$ cat src/rtl/ahb_mtx_pkg.sv
// Shared AHB bus-matrix definitions: transfer/burst encodings, arbitration modes and
// the fixed-length burst beat count helper.
package ahb_mtx_pkg;

  typedef enum logic [1:0] {
    HTRANS_IDLE   = 2'b00,
    HTRANS_BUSY   = 2'b01,
    HTRANS_NONSEQ = 2'b10,
    HTRANS_SEQ    = 2'b11
  } htrans_e;

  typedef enum logic [2:0] {
    HBURST_SINGLE = 3'd0,
    HBURST_INCR   = 3'd1,
    HBURST_WRAP4  = 3'd2,
    HBURST_INCR4  = 3'd3,
    HBURST_WRAP8  = 3'd4,
    HBURST_INCR8  = 3'd5,
    HBURST_WRAP16 = 3'd6,
    HBURST_INCR16 = 3'd7
  } hburst_e;

  localparam int ARB_FIXED = 0;
  localparam int ARB_RR    = 1;
  localparam int BEAT_W    = 4;

  // Beats remaining after the first beat; zero for SINGLE and undefined-length INCR.
  function automatic logic [BEAT_W-1:0] beats_m1(input logic [2:0] hburst);
    case (hburst)
      HBURST_WRAP4,  HBURST_INCR4:  beats_m1 = 4'd3;
      HBURST_WRAP8,  HBURST_INCR8:  beats_m1 = 4'd7;
      HBURST_WRAP16, HBURST_INCR16: beats_m1 = 4'd15;
      default:                      beats_m1 = 4'd0;
    endcase
  endfunction

endpackage

$ cat src/rtl/ahb_mtx_arb_burst_cnt.sv
// Tracks beats remaining in the current fixed-length burst on one slave output and
// decodes whether the arbiter must keep its current grant.
module ahb_mtx_arb_burst_cnt
  import ahb_mtx_pkg::*;
#(
  parameter int BURST_HOLD = 1
) (
  input  logic       i_clk,
  input  logic       i_rst_n,
  input  logic       i_hready,
  input  logic       i_hsel,
  input  logic [1:0] i_htrans,
  input  logic [2:0] i_hburst,
  output logic       o_burst_hold
);

  logic [BEAT_W-1:0] r_beat_cnt;
  logic [BEAT_W-1:0] w_beat_cnt_next;
  logic              w_hold_cond;

  // A NONSEQ always reloads, so a new burst cleanly terminates an unfinished one.
  always_comb begin
    w_beat_cnt_next = r_beat_cnt;
    case (i_htrans)
      HTRANS_NONSEQ: w_beat_cnt_next = beats_m1(i_hburst);
      HTRANS_SEQ:    if (r_beat_cnt != '0) w_beat_cnt_next = r_beat_cnt - BEAT_W'(1);
      HTRANS_IDLE:   w_beat_cnt_next = '0;
      default:       w_beat_cnt_next = r_beat_cnt;
    endcase
  end

  always_ff @(posedge i_clk or negedge i_rst_n) begin
    if (!i_rst_n) begin
      r_beat_cnt <= '0;
    end else if (i_hready) begin
      r_beat_cnt <= w_beat_cnt_next;
    end
  end

  always_comb begin
    w_hold_cond = 1'b0;
    case (i_htrans)
      HTRANS_NONSEQ: w_hold_cond = (beats_m1(i_hburst) != '0);
      HTRANS_SEQ:    w_hold_cond = (r_beat_cnt > BEAT_W'(1));
      HTRANS_BUSY:   w_hold_cond = (r_beat_cnt != '0);
      default:       w_hold_cond = 1'b0;
    endcase
  end

  assign o_burst_hold = (BURST_HOLD != 0) && i_hsel && w_hold_cond;

endmodule

$ cat src/rtl/ahb_mtx_arb_param.sv
// Per-slave output-stage arbiter: selects which input port owns the next address phase,
// with fixed-priority or round-robin selection, lock and fixed-burst grant protection.
module ahb_mtx_arb_param
  import ahb_mtx_pkg::*;
#(
  parameter int                   NUM_PORTS  = 8,
  parameter int                   ADDR_W     = 3,
  parameter logic [NUM_PORTS-1:0] PORT_MASK  = '1,
  parameter int                   ARB_MODE   = ARB_FIXED,
  parameter int                   BURST_HOLD = 1
) (
  input  logic                 HCLK,
  input  logic                 HRESETn,
  input  logic [NUM_PORTS-1:0] req_port,
  input  logic                 HREADYM,
  input  logic                 HSELM,
  input  logic [1:0]           HTRANSM,
  input  logic [2:0]           HBURSTM,
  input  logic                 HMASTLOCKM,
  output logic [ADDR_W-1:0]    addr_in_port,
  output logic                 no_port,
  output logic [NUM_PORTS-1:0] sel_onehot
);

  logic [ADDR_W-1:0]    r_addr, w_addr_next;
  logic                 r_no_port, w_no_port_next;
  logic [ADDR_W-1:0]    r_rr_last, w_rr_last_next;
  logic                 w_burst_hold;
  logic                 w_active;
  logic [NUM_PORTS-1:0] w_elig;

  logic [NUM_PORTS:0]   w_fx_found;
  logic [ADDR_W-1:0]    w_fx_idx [NUM_PORTS+1];
  logic [NUM_PORTS:0]   w_rr_found;
  logic [ADDR_W-1:0]    w_rr_idx [NUM_PORTS+1];
  logic [ADDR_W:0]      w_rr_sum [NUM_PORTS];
  logic [ADDR_W-1:0]    w_rr_cand [NUM_PORTS];
  logic [NUM_PORTS-1:0] w_rr_hit;
  logic                 w_any;
  logic [ADDR_W-1:0]    w_win;

  ahb_mtx_arb_burst_cnt #(
    .BURST_HOLD (BURST_HOLD)
  ) u_burst_cnt (
    .i_clk        (HCLK),
    .i_rst_n      (HRESETn),
    .i_hready     (HREADYM),
    .i_hsel       (HSELM),
    .i_htrans     (HTRANSM),
    .i_hburst     (HBURSTM),
    .o_burst_hold (w_burst_hold)
  );

  // The current owner stays eligible while its transfer is still active, even if it
  // has already dropped its request line.
  assign w_active = HSELM && (HTRANSM != HTRANS_IDLE);

  assign w_fx_found[0] = 1'b0;
  assign w_fx_idx[0]   = '0;
  assign w_rr_found[0] = 1'b0;
  assign w_rr_idx[0]   = '0;

  for (genvar gi = 0; gi < NUM_PORTS; gi++) begin : g_port
    assign w_elig[gi] = PORT_MASK[gi] &&
                        (req_port[gi] || (w_active && (r_addr == ADDR_W'(gi))));

    assign w_fx_found[gi+1] = w_fx_found[gi] || w_elig[gi];
    assign w_fx_idx[gi+1]   = w_fx_found[gi] ? w_fx_idx[gi] : ADDR_W'(gi);

    // Candidate gi is the (gi+1)-th port after the last winner, wrapping at NUM_PORTS.
    assign w_rr_sum[gi]  = {1'b0, r_rr_last} + (ADDR_W+1)'(gi + 1);
    assign w_rr_cand[gi] = ADDR_W'((w_rr_sum[gi] >= (ADDR_W+1)'(NUM_PORTS)) ?
                                   (w_rr_sum[gi] - (ADDR_W+1)'(NUM_PORTS)) : w_rr_sum[gi]);
    assign w_rr_hit[gi]  = |(w_elig & (NUM_PORTS'(1) << w_rr_cand[gi]));

    assign w_rr_found[gi+1] = w_rr_found[gi] || w_rr_hit[gi];
    assign w_rr_idx[gi+1]   = w_rr_found[gi] ? w_rr_idx[gi] : w_rr_cand[gi];

    assign sel_onehot[gi] = !r_no_port && (r_addr == ADDR_W'(gi));
  end

  assign w_any = (ARB_MODE == ARB_RR) ? w_rr_found[NUM_PORTS] : w_fx_found[NUM_PORTS];
  assign w_win = (ARB_MODE == ARB_RR) ? w_rr_idx[NUM_PORTS]   : w_fx_idx[NUM_PORTS];

  always_ff @(posedge HCLK or negedge HRESETn) begin
    if (!HRESETn) begin
      r_addr    <= '0;
      r_no_port <= 1'b1;
      r_rr_last <= ADDR_W'(NUM_PORTS - 1);
    end else if (HREADYM) begin
      r_addr    <= w_addr_next;
      r_no_port <= w_no_port_next;
      r_rr_last <= w_rr_last_next;
    end
  end

  always_comb begin
    w_addr_next    = r_addr;
    w_no_port_next = r_no_port;
    w_rr_last_next = r_rr_last;
    if (!(HMASTLOCKM || w_burst_hold)) begin
      if (w_any) begin
        w_addr_next    = w_win;
        w_no_port_next = 1'b0;
        w_rr_last_next = w_win;
      end else if (HSELM) begin
        w_no_port_next = 1'b0;
      end else begin
        w_no_port_next = 1'b1;
      end
    end
  end

  assign addr_in_port = r_addr;
  assign no_port      = r_no_port;

endmodule
$ cat config.mk
export PLATFORM = sky130hd
export DESIGN_NAME = ahb_mtx_arb_param
export DESIGN_NICKNAME = d
export VERILOG_FILES = /design/src/rtl/ahb_mtx_pkg.sv /design/src/rtl/ahb_mtx_arb_burst_cnt.sv /design/src/rtl/ahb_mtx_arb_param.sv
export SDC_FILE = /design/constraint.sdc
export NUM_CORES = 1
export LEC_CHECK = 0
export CAP_MARGIN = 40
export CELL_PAD_IN_SITES_DETAIL_PLACEMENT = 0
export CELL_PAD_IN_SITES_GLOBAL_PLACEMENT = 2
export CORE_MARGIN = 10
export CORE_UTILIZATION = 25
export DETAILED_ROUTE_END_ITERATION = 8
export GPL_TIMING_DRIVEN = 0
export HOLD_SLACK_MARGIN = 0.02
export PLACE_DENSITY = 0.79
export RECOVER_POWER = 50
export SLEW_MARGIN = 15
export SYNTH_ARGS = -nofsm -noshare
export SYNTH_HDL_FRONTEND = slang
export SYNTH_HIERARCHICAL = 1
export SYNTH_SLANG_ARGS = --single-unit
$ cat constraint.sdc
create_clock -name HCLK -period 2.55 [get_ports HCLK]
set_input_delay 0.51 -clock HCLK [delete_from_list [all_inputs] [get_ports HCLK]]
set_output_delay 0.51 -clock HCLK [all_outputs]
set_load 0.05 [all_outputs]
Yosys cells after proc, flatten, opt, wreduce, memory -nomap -nowiden:

Index checks and enable logic that the tools add are counted.

* register bits after elaboration: 8
* word-level logic and storage cells: 84

* equality and inequality tests: 17
* bitwise logic cells: 1
* mux-type cells: 14
* reductions and logical operators: 47
* add/subtract/negate cells: 1
* magnitude comparators: 1

Operator list (number)
* 3-bit == test, second input constant: 8
* 4-bit case mux with 3 select lines: 2
* 1-bit logical AND: 18
* 1-bit logical OR: 16
* 3-bit by 2-bit == test with 1-bit output, second input constant: 4
* 3-bit two-way mux: 4
* 4-bit two-way mux: 2
* 4-bit nonzero test: 2
* 3-bit AND reduction: 2
* 2-bit OR reduction: 3
* 2-bit == test, second input constant: 2
* 4-bit by 1-bit greater-than comparator with 1-bit output, second input constant: 1
* 2-bit two-way mux: 2
* 4-bit by 1-bit subtractor with 4-bit output, second input constant: 1
* 3-bit by 1-bit == test with 1-bit output, second input constant: 1
* 3-bit logical NOT: 1
* 1-bit two-way mux: 3
* 1-bit case mux with 3 select lines: 1
* 3-bit nonzero test: 1
* 2-bit by 1-bit == test with 1-bit output, second input constant: 1
* 2-bit logical NOT: 1
* 2-bit by 1-bit != test with 1-bit output, second input constant: 1
* 2-bit AND reduction: 1
* 2-bit nonzero test: 1
* 2 further kinds: 2

Logic depth before layout (Yosys ltp):

* depth after elaboration: 12
* depth in mapped cells: 11
* depth with buffers taken out: 10

By module:

Netlist, hierarchy kept.

Modules (own cells, without submodules)
* ahb_mtx_arb_param: seq. area each 101.3 µm², cells each 63, area each 427.9 µm², instances 1
* ahb_mtx_arb_burst_cnt: seq. area each 100.1 µm², cells each 41, area each 426.7 µm², instances 1

Worst setup path after synthesis:

Ideal clock, no wire load.

* path kind: reg-to-output
* start point: register r_addr[2], in the netlist addr_in_port[2]
* end point: output port sel_onehot[0]
* cell stages (with the launch flop): 3
* arrival: 2.364 ns
* setup slack: -0.324 ns
* data required time: 2.040 ns
* path buffers: 1
* cells stage by stage: dfrtp_1 clkbuf_1 nor4_1

* cells in the longest elaborated chain, start to end: 2

RTL lines
* start: declaration: RTL line ahb_mtx_arb_param.sv:25 `logic [ADDR_W-1:0] r_addr, w_addr_next;`
* start signal: assignment: RTL line ahb_mtx_arb_param.sv:91 `r_addr <= w_addr_next;`
* 3-bit logical NOT: RTL line ahb_mtx_arb_param.sv:79 `assign sel_onehot[gi] = !r_no_port && (r_addr == ADDR_W'(gi));`
* 1-bit logical AND: RTL line ahb_mtx_arb_param.sv:79
* end: declaration: RTL line ahb_mtx_arb_param.sv:22 `output logic [NUM_PORTS-1:0] sel_onehot`

Every way passes these cells.

Worst setup path in the final report:

* start point: register r_addr[2], in the netlist addr_in_port[2]
* end point: output port sel_onehot[4]

* cells in the longest elaborated chain, start to end: 2

RTL lines (RTL line)
* 3-bit == test: ahb_mtx_arb_param.sv:79
* 1-bit logical AND: ahb_mtx_arb_param.sv:79

Every way passes these cells.

==> results.toml <==
[clock_tree]
clock_tree.buffer_depth = 2
cts-htree-levels = 1
tritoncts = "built"
cts.reportedPaths.clkPinSlew_ns = 0.06
worst_skew_pair.late_latency_ns = 0.25
cts_hold_buf = 0
clkSinkCount = 8
root_buffer = "sky130_fd_sc_hd__clkbuf_4"
cts_inserted_buffers = 3

[detailed_routing]
route.vias.total = 870
met3_wirelength_microns = 108
post_drt_wl_per_cell_microns = 14.2
dr.max_layer_used = "met3"
drt_drc_violations_left = 0
viasPerCell = 4.81
drt_first_iter_violations = 72
drt_pass1_iterations = 4
antenna_left = 0
sum_of_met2_wire_segment_lengths_after_detailed_routing_microns = 1210
wl_microns = 2560
route.layer.met1.wl_microns = 1250

[synthesis]
synth_area_per_cell_sq_um = 8.22
synth.distinct_cells = 36
synth_enable_flop_cells = 0
mappedNetlistArea_sq_um = 855
synthFlopType = "sky130_fd_sc_hd__dfrtp_1"
total_number_of_yosys_warnings = 6
postSynth.asyncResetShare_pct = 100
yosys.area.top_type_share_pct = 20.5
synth.net_count = 130
yosysTopAreaCell = "sky130_fd_sc_hd__dfrtp_1"
syn_inst = 104
postSynthRegisterBits = 8
yosysSeqAreaShare_pct = 23.6
post_synth_main_area_contributors = "sky130_fd_sc_hd__dfrtp_1, sky130_fd_sc_hd__ha_1, sky130_fd_sc_hd__a21oi_1"

[global_routing]
grt_antenna_before_repair = 0
grt_use_total_pct = 7.96
grt_start_max_net_pins = 11
vias_in_the_first_global_route = 920
grt-ovfl-total = 0
grt_first_pass_wirelength_microns = 4110

[finish]
layout-area-overhead-vs-synth_pct = 44.4
layout.core_utilization_pct = 37.3
most_common_cell_after_layout_fill_and_taps_aside = "sky130_fd_sc_hd__clkdlybuf4s50_1"
final_area_sq_um = 1230
drive_gt1_share_pct = 12.6
mostFrequentLayoutCells = "sky130_fd_sc_hd__clkdlybuf4s50_1, sky130_fd_sc_hd__dlygate4sd2_1, sky130_fd_sc_hd__a21oi_1"
nets = 162
n_antenna_cell = 0

[power_and_ir_drop]
design_power_total_uw = 697
vdd.ir_drop.worst_v = 0.000147
static-leakage-power_nw = 0.505
powerDensity_nw_per_um2 = 565

[worst_setup_path]
worst-path-buf-inv = 2
worst-setup-path-type = "register to output pin"
worstPathRequired_ns = 2.04
max_stage_delay_ns = 0.56
critPathMaxFanout = 10
timing.critical_path.max_delay_family = "buffers and inverters"
worst_path_max_delay_cell = "sky130_fd_sc_hd__dlygate4sd2_1"
crit_path_cell_trace = "clkbuf_1 > nand2b_1 > nor3_2 > dlygate4sd2_1"
arrival_time_of_data_at_the_critical_path_endpoint_ns = 1.85
crit_path_start_kind = "register"
end_kind = "output pin"

[timing]
tightest_slew_ns = 0.511
post-route-period-util_pct = 92.4
final_hold_viol_count = 0
rsz_0062_raised_after_global_routing = "false"
clock-skew-final_ns = 0.00867
finalSetupViolations = 0
timing.max_slew.rel_slack_pct = 65.8
hold-worst-slack_ns = 0.549
min_period_ns = 2.36
finalMaxSlewViolations = 0
max_freq_mhz = 424
totalNegativeSetupSlack_ns = 0

[placement]
finalWeightedCongestion = 0.800
dpl_cell_area_sq_um = 1220
port-buffer-count = 28
detailed_place_hpwl_microns = 2110

[die]
chipWidth_microns = 78.5
top_level_pins = 30
fp.dieArea_sq_um = 6160
core_region_area_sq_um = 3310
die-height_microns = 78.5
initial_cell_density_of_the_core_pct = 25.8
placement_rows = 21

[job]
max_cap_violations = 0

[worst_hold_path]
hp-class = "register to register"

[status]
run_status = "complete, no violations"
==> final timing paths <==
kind,start,end,slack [ns],cells after the start
worst max-delay path,addr_in_port[2],sel_onehot[4],0.19,4
worst min-delay path,u_burst_cnt/r_beat_cnt[1],u_burst_cnt/r_beat_cnt[1],0.55,1
worst max register to register,u_burst_cnt/r_beat_cnt[0],addr_in_port[0],0.21,11
worst min register to register,u_burst_cnt/r_beat_cnt[1],u_burst_cnt/r_beat_cnt[1],0.55,1
max in group asynchronous,HRESETn,no_port,1.65,1
min in group asynchronous,HRESETn,addr_in_port[1],0.59,1
==> state kept, by name, indices dropped and copies added (netlist names) <==
register / cells
addr_in_port: 3
no_port: 1
u_burst_cnt/r_beat_cnt: 4
==> synth_stat cells, drive strengths merged, types with 2 or more instances <==
library cell / instances
a21oi: 9
nor2: 9
o21ai: 9
ha: 8
dfrtp: 7
nand2: 7
nor3: 7
inv: 6
nand2b: 5
clkbuf: 4
nor4: 4
o31ai: 3
mux2: 2
nand3: 2
o211ai: 2
o2bb2ai: 2
or3: 2
==> area by class of cell <==
cell class | instances | area [sq um]
inverter | 7 | 26.3
sequential | 8 | 201
clock buffer | 4 | 26.3
buffer | 3 | 11.3
fill | 370 | 2080
multi-input combinational | 85 | 643
timing repair buffer | 28 | 268
tap | 46 | 57.6
==> routing by layer <==
layer / GRT usage (%) / vias to the layer above
met2: 13.2 / 23
li1: - / 448
met4: 3.05 / 0
met1: 9.49 / 399
met5: 0 / -
met3: 2.16 / 0
==> cell families after synthesis <==
logic type | Yosys count | share of synthesized area (%)
multiplexers | 2 | 3.51
AND/OR/NAND/NOR | 43 | 32.1
AO/OA/AOI/OAI | 32 | 24.3
adder cells (fa/ha/maj) | 8 | 11.7
flip-flops | 8 | 23.6
buffers and inverters | 11 | 4.83
==> power breakdown <==
group          switching (mW)  internal (mW)
Clock                  0.0444         0.0599
Combinational           0.263          0.142
Sequential             0.0369          0.152
==> per-stage QoR <==
step                      std cells  setup slack [ns]
final                           181             0.194
after global routing            181            0.0286
after CTS                       182            0.0825
after detailed placement        178            -0.405
after global placement          178            -0.374
after floorplan                 104             0.181
==> what timing repair did <==
item | in CTS | in global routing
resized for setup | 12 | 0
setup endpoints to repair | 9 | 4
cloned | 0 | 0
setup buffers | 0 | 0
No activity file was read; power rests on OpenSTA's default activity.
